### config.mk
export PLATFORM = sky130hd
export DESIGN_NAME = mac_accum
export DESIGN_NICKNAME = d
export VERILOG_FILES = /design/src/rtl/mac_accum.sv
export SDC_FILE = /design/constraint.sdc
export NUM_CORES = 1
export LEC_CHECK = 0
export CELL_PAD_IN_SITES_DETAIL_PLACEMENT = 1
export CELL_PAD_IN_SITES_GLOBAL_PLACEMENT = 2
export CORE_UTILIZATION = 32
export CTS_CLUSTER_DIAMETER = 80
export DETAILED_ROUTE_END_ITERATION = 10
export PLACE_DENSITY_LB_ADDON = 0.1
export SETUP_SLACK_MARGIN = 0.3
export SLEW_MARGIN = 40
export SYNTH_ARGS = -nofsm -noshare
export SYNTH_HDL_FRONTEND = slang
export SYNTH_SLANG_ARGS = --single-unit
### constraint.sdc
create_clock -name Clk -period 5.9 [get_ports Clk]
set_input_delay 1.18 -clock Clk [delete_from_list [all_inputs] [get_ports Clk]]
set_output_delay 1.18 -clock Clk [all_outputs]
set_load 0.1 [all_outputs]
### src/rtl/mac_accum.sv
// Multiply-accumulate back end: sums NTERMS unsigned products per result and holds it under valid/ready.
// Define MAC_ACCUM_SATURATE_EN to clamp the accumulator at all-ones instead of wrapping.
module mac_accum #(
  parameter int DATAWIDTH = 8,
  parameter int ACCWIDTH  = 16,
  parameter int NTERMS    = 4
) (
  input  logic                 Clk,
  input  logic                 Rst,
  input  logic                 start,
  input  logic [DATAWIDTH-1:0] prod,
  input  logic                 prod_valid,
  output logic                 prod_ready,
  output logic [ACCWIDTH-1:0]  acc,
  output logic                 acc_valid,
  input  logic                 acc_ready,
  output logic                 busy
);

  localparam int CNT_W = (NTERMS > 1) ? $clog2(NTERMS) : 1;
  localparam logic [CNT_W-1:0] LAST = CNT_W'(NTERMS - 1);

  typedef enum logic [1:0] {IDLE, ACCUM, HOLD} state_e;

  state_e               state_q, state_d;
  logic [ACCWIDTH-1:0]  acc_q, acc_d;
  logic [CNT_W-1:0]     cnt_q, cnt_d;
  logic                 vld_q, vld_d;

  // Once a sum overflows it stays clamped, since every later term is non-negative.
  function automatic logic [ACCWIDTH-1:0] add_term(input logic [ACCWIDTH-1:0] a,
                                                   input logic [DATAWIDTH-1:0] p);
`ifdef MAC_ACCUM_SATURATE_EN
    logic [ACCWIDTH:0] s;
    s = {1'b0, a} + (ACCWIDTH + 1)'(p);
    return s[ACCWIDTH] ? {ACCWIDTH{1'b1}} : s[ACCWIDTH-1:0];
`else
    return a + ACCWIDTH'(p);
`endif
  endfunction

  always_comb begin
    state_d = state_q;
    acc_d   = acc_q;
    cnt_d   = cnt_q;
    vld_d   = vld_q;
    case (state_q)
      IDLE: begin
        if (start) begin
          acc_d   = '0;
          cnt_d   = '0;
          state_d = ACCUM;
        end
      end
      ACCUM: begin
        if (prod_valid) begin
          acc_d = add_term(acc_q, prod);
          if (cnt_q == LAST) begin
            cnt_d   = '0;
            vld_d   = 1'b1;
            state_d = HOLD;
          end else begin
            cnt_d = cnt_q + CNT_W'(1);
          end
        end
      end
      HOLD: begin
        if (acc_ready) begin
          vld_d = 1'b0;
          // start together with acc_ready chains straight into the next accumulation
          if (start) begin
            acc_d   = '0;
            cnt_d   = '0;
            state_d = ACCUM;
          end else begin
            state_d = IDLE;
          end
        end
      end
      default: state_d = IDLE;
    endcase
  end

  always_ff @(posedge Clk or negedge Rst) begin
    if (!Rst) begin
      state_q <= IDLE;
      acc_q   <= '0;
      cnt_q   <= '0;
      vld_q   <= 1'b0;
    end else begin
      state_q <= state_d;
      acc_q   <= acc_d;
      cnt_q   <= cnt_d;
      vld_q   <= vld_d;
    end
  end

  assign prod_ready = (state_q == ACCUM);
  assign busy       = (state_q != IDLE);
  assign acc        = acc_q;
  assign acc_valid  = vld_q;

endmodule

==> results.md <==
* Status: completed
* Core Util, Final at 41.7%
* Total CTS buffers at 3
* Worst Tran Pin Value at 0.563 ns
* Worst-path cell chain: clkdlybuf4s50_1 -> ha_1 -> inv_1 -> fa_1 -> and2b_4 -> o21ai_2 -> a31o_4 -> or4_1 -> nand2_1
* Yosys cell types at 48
* Final setup fails at 0
* Starting Density at 34.4%
* CTS tree: built
* Prevailing post-synth register cell: dfrtp_1
* Fin crit share at 53.7%
* Leakage at 0.753 nW
* EDFF count, synth at 0
* CP startpoint kind: input port
* Top cells by area, synth: dfrtp_1, ha_1, o21ai_0, nand2_1, nand4_1
* Vias in the first global route at 1276
* CTS Buffer Depth at 2
* Slew Limit Fails at 0
* Slew HR at 62.3%
* Worst Hold Class: flip-flop to flip-flop
* TritonCTS Sinks at 21
* Initial antenna violation count at 0
* Clock edge transition at the registers on the reported setup and hold paths at 0.08 ns
* Sequential area share after synthesis at 37.1%
* # fillers at 493
* First-pass GRT wire length at 6370 um
* Routed length per instance at 16.4 um
* Flops & latches, synth at 21
* P&R area growth vs syn at 21.3%
* Storage cell area at 526 sq um
* ANT cells at 0
* Yosys top cell area share at 37.1%
* Crit path max fanout at 8
* Commonest cells post-synth: dfrtp_1, nand2_1, o21ai_0
* Netlist Area Pre-Place at 1420 sq um
* Mean post-synth cell area at 9.20 sq um
* First drt pass iteration count at 4
* Top Family by Delay on Critical Path: simple AND/OR/NAND/NOR gates
* Final wirelength at 3870 um
* WL met3 at 118 um
* PwrDens at 587 nW/um^2
* PostCTS Resize Cnt at 0
* Instance count of the mapped netlist at 154
* Pwr Total at 0.00101 W
* Nets at 210
* Port Buffers at 31
* Die width at 68.5 um
* Setup TNS at 0 ns
* Area leader, netlist: dfrtp_1
* YS warnings at 0
* RePlAce Congestion at 0.827
* Core area at 4120 sq um
* Largest net degree at the start of global routing at 22
* Largest stage delay, worst path at 0.47 ns
* Detailed-route via count at 1329
* Met1 WL at 1830 um
* Skew final at 0.00676 ns
* RSZ-0062 raised after global routing: no
* I/O Pins at 32
* DR DRC count at 0
* Post-CTS setup buffers at 0
* Htree depth at 1
* Uppermost layer routed: met4
* Peak VDD IR at 0.422 mV
* Avg Vias per Cell at 5.63
* Critical Path AT at 3.37 ns
* Fin Hold WS at 0.495 ns
* Fin. Hold Viols at 0
* Met2 wire length at 1900 um
* CP Data Required Time at 6.11 ns
* CP max-delay cell: or4_1
* CP bufs+invs at 2
* Hpwl dp at 2920 um
* Worst-Skew Late Latency at 0.26 ns
* Root Buffer: clkbuf_8
* Total GRT Usage at 18.5%
* Max Cap Violations at 0
* Critical path capture point type: flip-flop
* GRT Residual Overflow at 0
* Row count at 23
* Antenna Nets Post-Route at 0
* DR iter-0 viols at 94
* Hold Buf Count CTS at 0
* Most common cell in the netlist: dfrtp_1
* Asr flop ratio synth at 100%
* Post-Syn Nets at 177
* Highest Clock Rate at 316 MHz
* Full die area at 4700 sq um
* Die Height at 68.5 um
* Minimum clock period at 3.17 ns
* Fraction of layout cells with a size suffix above 1 at 17.7%
* CP Class: input port to flip-flop
* Multi-input logic area at 852 sq um
[routing by layer]
| metal | vias up | GRT usage [%] |
|---|---|---|
| met5 | - | 0 |
| met4 | 0 | 3.13 |
| met3 | 2 | 3.95 |
| met2 | 23 | 31.6 |
| met1 | 659 | 24.2 |
| li1 | 645 | - |
[power by group]
group          switching, W  internal, W  total (W)
Combinational      0.000509     0.000167   0.000676
Sequential        0.0000466     0.000189   0.000236
Clock             0.0000486    0.0000481  0.0000967
[layout by cell type (no fill, tap or decap), types with 2 or more instances in the layout]
cell,netlist,final
a22o_1,2,2
buf_2,0,20
nand2_1,15,15
nor2_1,9,8
o22ai_1,3,3
o211ai_1,2,2
clkdlybuf4s50_1,0,11
xor2_1,2,2
nor3_1,2,2
o21ai_1,2,2
dfrtp_1,21,21
xnor2_1,3,3
clkbuf_8,0,3
o41ai_1,3,3
nand2b_1,3,3
nor2_2,2,3
or4_1,2,2
and2_1,5,5
o21ai_0,13,13
a211oi_1,2,2
inv_1,6,6
o21a_1,3,3
a21oi_1,4,4
ha_1,9,9
nand4_1,7,7
nand3_1,7,7
o311ai_1,2,2
[stage by stage]
stage | cell area [sq um] | std cells | setup WS, ns
after floorplan | 1420 | 154 | 3.02
after global placement | 1770 | 232 | 2.51
after detailed placement | 1670 | 232 | 2.46
after CTS | 1720 | 236 | 2.73
after global routing | 1720 | 236 | 2.67
final | 1720 | 236 | 2.73
[cells by family after synthesis]
kind of cell	count (synthesis)	synth area share, %
mux	1	0.707
fa+ha+maj	10	9.36
xor+xnor	5	3.09
compound gates	47	23.7
simple gates	61	23.1
buf+inv	9	2.92
flops	21	37.1
[registers in the layout (all words and copies together), names as in the netlist]
register,flops
acc,16
acc_valid,1
state_q,2
cnt_q,2
[worst paths after layout]
kind	from	to	slack [ns]	cells after the start
worst max-delay path	prod[0]	acc[12]	2.73	9
worst min-delay path	cnt_q[0]	cnt_q[0]	0.49	1
worst max register to register	acc[0]	acc[12]	3.73	8
worst min register to register	cnt_q[0]	cnt_q[0]	0.49	1
max in group asynchronous	Rst	acc[1]	4.69	1
min in group asynchronous	Rst	acc[3]	0.87	1
[final cells by class]
class | count | area share [%]
Clock buffer | 4 | 2.62
Inverter | 6 | 1.31
Multi-Input combinational cell | 124 | 49.6
Sequential cell | 21 | 30.6
Tap cell | 50 | 3.64
Timing Repair Buffer | 31 | 12.2
(Power assumes the default switching activity.)
